[src/rtl/seg_display.sv]
// Latches a 32-bit value and multiplexes it onto an 8-digit active-low 7-segment display,
// either as hex or as unsigned decimal produced by a serial double-dabble converter.
module seg_display #(
  parameter int DATA_WIDTH = 32,
  parameter int SCAN_W     = 17
) (
  input  logic                  clk,
  input  logic                  rst_n,
  input  logic                  load,
  input  logic [DATA_WIDTH-1:0] din,
  input  logic                  dec_mode,
  output logic                  busy,
  output logic                  ovf,
  output logic [7:0]            an,
  output logic [7:0]            seg
);

  localparam int BCD_W = 40;
  localparam int CNT_W = $clog2(DATA_WIDTH);

  typedef enum logic [1:0] {
    IDLE   = 2'd0,
    CONV   = 2'd1,
    COMMIT = 2'd2
  } state_t;

  state_t                  state_q;
  logic [DATA_WIDTH-1:0]   shift_q;
  logic [BCD_W-1:0]        bcd_q;
  logic [CNT_W-1:0]        bit_cnt_q;
  logic [31:0]             digits_q;
  logic                    ovf_q;
  logic [SCAN_W-1:0]       scan_q;

  logic [BCD_W-1:0]             bcd_adj;
  logic [BCD_W+DATA_WIDTH-1:0]  dd_d;
  logic [2:0]                   sel;
  logic [3:0]                   nibble;
  logic [6:0]                   seg7;

  // Add-3 correction on every BCD nibble that would overflow past 9 after the shift.
  for (genvar gi = 0; gi < BCD_W / 4; gi++) begin : g_adj
    assign bcd_adj[4*gi +: 4] = (bcd_q[4*gi +: 4] >= 4'd5) ? (bcd_q[4*gi +: 4] + 4'd3)
                                                            : bcd_q[4*gi +: 4];
  end

  assign dd_d = {bcd_adj, shift_q} << 1;

  always_ff @(posedge clk or negedge rst_n) begin
    if (!rst_n) begin
      state_q   <= IDLE;
      shift_q   <= '0;
      bcd_q     <= '0;
      bit_cnt_q <= '0;
      digits_q  <= '0;
      ovf_q     <= 1'b0;
      scan_q    <= '0;
    end else begin
      scan_q <= scan_q + 1'b1;
      case (state_q)
        IDLE: begin
          if (load) begin
            if (dec_mode) begin
              shift_q   <= din;
              bcd_q     <= '0;
              bit_cnt_q <= '0;
              state_q   <= CONV;
            end else begin
              digits_q <= din;
              ovf_q    <= 1'b0;
            end
          end
        end
        CONV: begin
          {bcd_q, shift_q} <= dd_d;
          bit_cnt_q        <= bit_cnt_q + 1'b1;
          if (bit_cnt_q == CNT_W'(DATA_WIDTH - 1)) begin
            state_q <= COMMIT;
          end
        end
        COMMIT: begin
          digits_q <= bcd_q[31:0];
          ovf_q    <= |bcd_q[39:32];
          state_q  <= IDLE;
        end
        default: state_q <= IDLE;
      endcase
    end
  end

  assign busy   = (state_q != IDLE);
  assign ovf    = ovf_q;
  assign sel    = scan_q[SCAN_W-1 -: 3];
  assign nibble = digits_q[{sel, 2'b00} +: 4];
  assign an     = ~(8'b1 << sel);

  always_comb begin
    seg7 = 7'h7F;
    case (nibble)
      4'h0: seg7 = 7'h40;
      4'h1: seg7 = 7'h79;
      4'h2: seg7 = 7'h24;
      4'h3: seg7 = 7'h30;
      4'h4: seg7 = 7'h19;
      4'h5: seg7 = 7'h12;
      4'h6: seg7 = 7'h02;
      4'h7: seg7 = 7'h78;
      4'h8: seg7 = 7'h00;
      4'h9: seg7 = 7'h10;
      4'hA: seg7 = 7'h08;
      4'hB: seg7 = 7'h03;
      4'hC: seg7 = 7'h46;
      4'hD: seg7 = 7'h21;
      4'hE: seg7 = 7'h06;
      4'hF: seg7 = 7'h0E;
      default: seg7 = 7'h7F;
    endcase
  end

  // Decimal point on the most-significant digit flags that upper decimal digits were dropped.
  assign seg = {~((sel == 3'd7) && ovf_q), seg7};

endmodule

[config.mk]
export PLATFORM = sky130hd
export DESIGN_NAME = seg_display
export DESIGN_NICKNAME = d
export VERILOG_FILES = /design/src/rtl/seg_display.sv
export SDC_FILE = /design/constraint.sdc
export NUM_CORES = 1
export LEC_CHECK = 0
export ABC_AREA = 1
export CORE_UTILIZATION = 50
export DETAILED_ROUTE_END_ITERATION = 8
export PLACE_DENSITY_LB_ADDON = 0.25
export SYNTH_ARGS = -nofsm -noshare
export SYNTH_HDL_FRONTEND = slang
export SYNTH_SLANG_ARGS = --single-unit
[constraint.sdc]
create_clock -name clk -period 2.4 [get_ports clk]
set_input_delay 0.48 -clock clk [delete_from_list [all_inputs] [get_ports clk]]
set_output_delay 0.48 -clock clk [all_outputs]
set_load 0.01 [all_outputs]
### Word level (Yosys, flattened, before mapping)

Memory sizes are Yosys's and may differ from the RTL's.
Cells that the tools add are included.

* register bits after elaboration: 129
* memory bits (read-only): 112
* input port bits: 36
* output and inout bits: 18
* logic and storage cells: 80
* memories: 1

* add/subtract/negate cells: 12
* $lt $le $gt $ge: 10
* equality and inequality tests: 8
* shifts and indexed selects: 2
* muxes and demuxes: 29
* bitwise operators: 2
* reduce and logical (&&, ||, !) cells: 9

Memory list
* (no name shown): words 16, bits a word 7, read ports 1, clocked after memory_dff 0, wr ports 0, line 99 `case (nibble)`

Operators with widths (number)
* $mux 32: 4
* $pmux 32 s2: 2
* $mux 40: 2
* $pmux 40 s2: 1
* $ge 4x3->1 const B: 10
* $add 4x2->4 const B: 9
* $mux 4: 9
* $shiftx 32x6->4: 1
* $add 17x1->17 const B: 1
* $mux 5: 2
* $pmux 5 s2: 1
* $reduce_and 3->1: 3
* $ne 2x2->1 const B: 4
* $not 8->8: 1
* $reduce_or 8->1: 1
* $shl 1x3->8 const A: 1
* $mux 2: 3
* $reduce_bool 2->1: 3
* $add 5x1->5 const B: 1
* $eq 5x5->1 const B: 1
* $pmux 2 s2: 1
* $add 3x2->3 const B: 1
* $eq 3x3->1 const B: 1
* $mux 3: 1
* other kinds (7): 8

### Logic depth before layout (Yosys ltp)

* word-level depth: 3
* gate-level depth with buffers: 14
* gate-level depth less buffers: 12

### Worst setup path after synthesis

Ideal clock, no wire load.

* path kind: reg-to-output
* from: reg scan_q[14]
* to: out seg[2]
* arrival time: 1.625 ns
* data required time: 1.920 ns
* slack: 0.295 ns
* cell stages (with the launch flop): 11
* path buffers: 2
* cell sequence: dfrtp_1 -> buf_6 -> buf_2 -> o21ai_0 -> nand2_1 -> nand3_1 -> nand2_1 -> ha_1 -> inv_1 -> nand3_1 -> o21ai_1

* cells in the longest elaborated chain, start to end: 2

RTL lines
* from (decl): line 33 `logic [SCAN_W-1:0] scan_q;`
* from (signal assigned): line 59 `scan_q <= scan_q + 1'b1;`
* $shiftx 32x6->4: line 94 `assign nibble = digits_q[{sel, 2'b00} +: 4];`
* $mem_v2 16x7
* to (decl): line 15 `output logic [7:0] seg`

Every way passes these cells.

### Final worst setup path

* from: reg scan_q[14]
* to: out seg[0]

Same word-level chain as after synthesis.

==> impl_metrics.csv <==
group,metric,value,unit
clock_tree,root_buffer,"clkbuf_16",
synth,synth_top_family_by_area,"simple AND/OR/NAND/NOR gates",
synth,synth_compound_area_share,16.9,%
critical_path,reg2reg_to,"bcd_q[29]$_DFFE_PN0P_",
worst_hold_path,hold_start,"scan_q[0]$_DFF_PN0_",
layout,regArea,3230,sq um
drt,antenna_left,0,
layout,area_growth,24.1,%
floorplanning,num_rows,42,
synth,syn_inst,852,
layout,drive_above_1_share,13.2,%
critical_path,cp-end-kind,"output port",
floorplanning,dieHeight,120,microns
layout,n_antenna_cell,0,
sta,finalSetupViolations,9,
synth,synth_area_leader_cell,"dfrtp_1",
critical_path,ff2ff_setup_slack,720,ps
sta,relSlewSlack,52.9,%
clock_tree,numCtsBuffers,17,
pwr,p_leak,4.01,nW
synth,ys_async_sr_fraction,100,%
critical_path,start_kind,"register",
sta,timing.clock.skew,4.98,ps
pwr,ir_drop,0.635,mV
place,io_buffers,53,
drt,wire_per_inst,15.2,microns
critical_path,crit_type,"reg -> out",
synth,netlist_area,6930,sq um
floorplanning,ios,54,
critical_path,arrival,2100,ps
clock_tree,h-tree-depth,4,
pwr,seqPwrFrac,34.6,%
outcome,violations,"setup timing",
drt,num_vias,6006,
critical_path,crit_slowest_cell,"dfrtp_2",
sta,hold_violations,0,
pwr,pwr-share-comb,39.2,%
global_routing,grt_antenna_before_repair,0,
place,hpwl,11400,microns
pwr,p_int,6.68,mW
pwr,swShare,38.6,%
sta,fmax,388,MHz
clock_tree,insertion_delay,420,ps
worst_hold_path,hp-class,"reg -> reg",
global_routing,grt_first_pass_wirelength,28900,microns
synth,muxShareOfSynthArea,0,%
pwr,p_sw,4.19,mW
floorplanning,initial_utilization,51.7,%
global_routing,grt_max_degree,65,
floorplanning,dieArea,14300,sq um
layout,fillers,1144,
sta,slew_violations,0,
place,dp.cells,1078,
synth,ys_seq_area_share,46.6,%
synth,avgSynthCellArea,8.14,sq um
synth,yosys.area_share.simple,20.3,%
sta,setup_tns,-899,ps
drt,avgViaCountPerCell,5.38,
synth,synth_area_leaders,"dfrtp_1, nand2_1, ha_1",
drt,first_iter_violations,462,
layout,multi_input_area,3270,sq um
critical_path,critPathMaxStageDelay,440,ps
synth,ys_ff_latch,129,
worst_hold_path,min_path_cells,1,
critical_path,reg2reg_depth,6,
clock_tree,cts_buffer_depth,2,
synth,synthFlopType,"dfrtp_1",
sta,period_needed,2580,ps
sta,period_share,108,%
clock_tree,path_clk_slew,60,ps
synth,synth_warnings,0,
worst_hold_path,hold_end,"scan_q[0]$_DFF_PN0_",
synth,ys_types,36,
pwr,pwr_density_cell,1260,nW/um^2
outcome,status,"complete, but fails checks",
critical_path,rr_startpoint,"bcd_q[28]$_DFFE_PN0P_",
global_routing,grt_pass1_vias,5828,
synth,synth_edf_count,0,
synth,synth_fa_ha_area_share,5.41,%
synth,synth_top_area_share,46.6,%
drt,first_pass_iters,5,
sta,hold_ws,452,ps
drt,routed_wirelength,17000,microns
critical_path,worstPathCellList,"buf_6 > nand2_1 > nand2_1 > nand2_1 > nand3_2 > nand2_4 > buf_6 > ha_4 > nand3b_1 > nand3_1 > nand2_1 > buf_2",
synth,synth_xor_area_share,3.03,%
clock_tree,cts.sinks,129,
floorplanning,fp.dieW,120,microns
sta,worst_slew_pin_slew,706,ps
layout,nets,994,
clock_tree,cts_tree,"yes",
place,gp_congestion,0.924,
floorplanning,core-area,13400,sq um
critical_path,worstPathMaxFanout,6,
sta,rsz0062_at_grt,"true",
flow_run,cap_viol_max_count,0,
drt,drc,0,
global_routing,gr-total-overflow,0,
pwr,power.share.clock,26.2,%
global_routing,grtUsageTotal,26.0,%
sta,fin_ws,-180,ps
critical_path,crit_top_cell,"nand2_1",
critical_path,required,1920,ps
synth,syn-num-nets,918,
layout,stdcell_count,1117,
-- state kept, by name (all words and copies together) (netlist names) --
signal,flops
scan_q,17
bit_cnt_q,5
digits_q,32
state_q,2
ovf,1
shift_q,32
bcd_q,40
-- synthesized netlist by cell type (all sizes together) (2+ instances only) --
cell type  count
a21oi         27
a22o           2
a22oi         16
a31oi         24
buf           24
clkbuf        10
dfrtp        129
ha            30
inv           97
nand2        222
nand3         32
nand4          2
nor2          78
nor3           4
o211ai        25
o21ai         83
o22ai         14
o32ai          5
xnor2          5
xor2          19
-- cell usage in the layout, fill, tap and decap left out, types with 14 or more instances in the layout --
cell type and instances:
nand3_1 25, nor2_1 71, clkbuf_16 17, o22ai_1 14
buf_4 27, o21ai_0 71, o211ai_1 25, ha_1 25
a21oi_1 27, a22oi_1 16, nand2_1 210, xor2_1 19
inv_1 87, clkdlybuf4s50_1 40, dfrtp_1 127, a31oi_1 24
-- layer usage --
| metal | GRT usage (%) | vias up | wire length (microns) |
|---|---|---|---|
| met2 | 40.7 | 147 | 7890 |
| met5 | 0 | - | 0 |
| met3 | 4.99 | 29 | 806 |
| li1 | - | 2978 | - |
| met4 | 9.69 | 0 | 318 |
| met1 | 35.7 | 2852 | 7980 |
-- through the flow --
stage          setup WS (ps)  power [mW]  util (%)  cell area, sq um
2_1_floorplan            295        6.59         -              6930
3_3_place_gp            -151        7.78      58.3              7810
3_5_place_dp            -195        7.89      58.3              7810
4_1_cts                 -122        10.8      63.9              8560
5_1_grt                 -275        11.7      64.2              8610
6_report                -180        10.9      64.2              8610
-- power by group through the flow --
stage	sequential [mW]	clock (mW)	combinational (mW)
finish	3.76	2.85	4.27
global placement	3.75	0	4.03
floorplan	3.54	0	3.05
detailed placement	3.77	0	4.13
global route	3.87	2.99	4.89
CTS	3.74	2.88	4.21
-- worst max path at each step --
| stage | start | endpoint | slack [ps] | depth (start not counted) |
|---|---|---|---|---|
| 2_1_floorplan | scan_q[14]$_DFF_PN0_ | seg[2] | 300 | 10 |
| 3_3_place_gp | scan_q[14]$_DFF_PN0_ | seg[3] | -150 | 12 |
| 3_5_place_dp | scan_q[14]$_DFF_PN0_ | seg[5] | -200 | 12 |
| 4_1_cts | scan_q[14]$_DFF_PN0_ | seg[0] | -120 | 13 |
| 5_1_grt | scan_q[14]$_DFF_PN0_ | seg[0] | -270 | 11 |
| 6_report | scan_q[14]$_DFF_PN0_ | seg[0] | -180 | 12 |
-- cell type report --
cell class	instances	share of cell area (%)
repair buffers	90	9.92
flip-flops and latches	129	37.5
multi-input cells	592	38.0
clock buffers	18	5.10
clock inverters	14	2.46
repair inverters	1	0.0872
inverters	97	4.29
well taps	176	2.56
-- logic make-up after synthesis --
family,Yosys count
AOI/OAI and AO/OA,198
buffers and inverters,131
adders and majority gates,30
and+or+nand+nor,340
DFF,129
xor gates and xnor gates,24
-- worst max-delay path: cells and delay by family, from the launching register on --
kind | cells | cell delay (ps)
buffers and inverters | 3 | 400
and+or+nand+nor | 8 | 680
adders and majority gates | 1 | 150
DFF | 1 | 440
-- repair_timing --
action                     in CTS  in global routing
setup buffers                   2                  2
setup endpoints to repair      13                 14
pin swaps                      11                  2
hold endpoints to repair       23                  0
hold buffers                    1                  0
cloned                          2                  0
resized for setup              58                  9
Note: power is estimated with default switching activity, not from simulation.
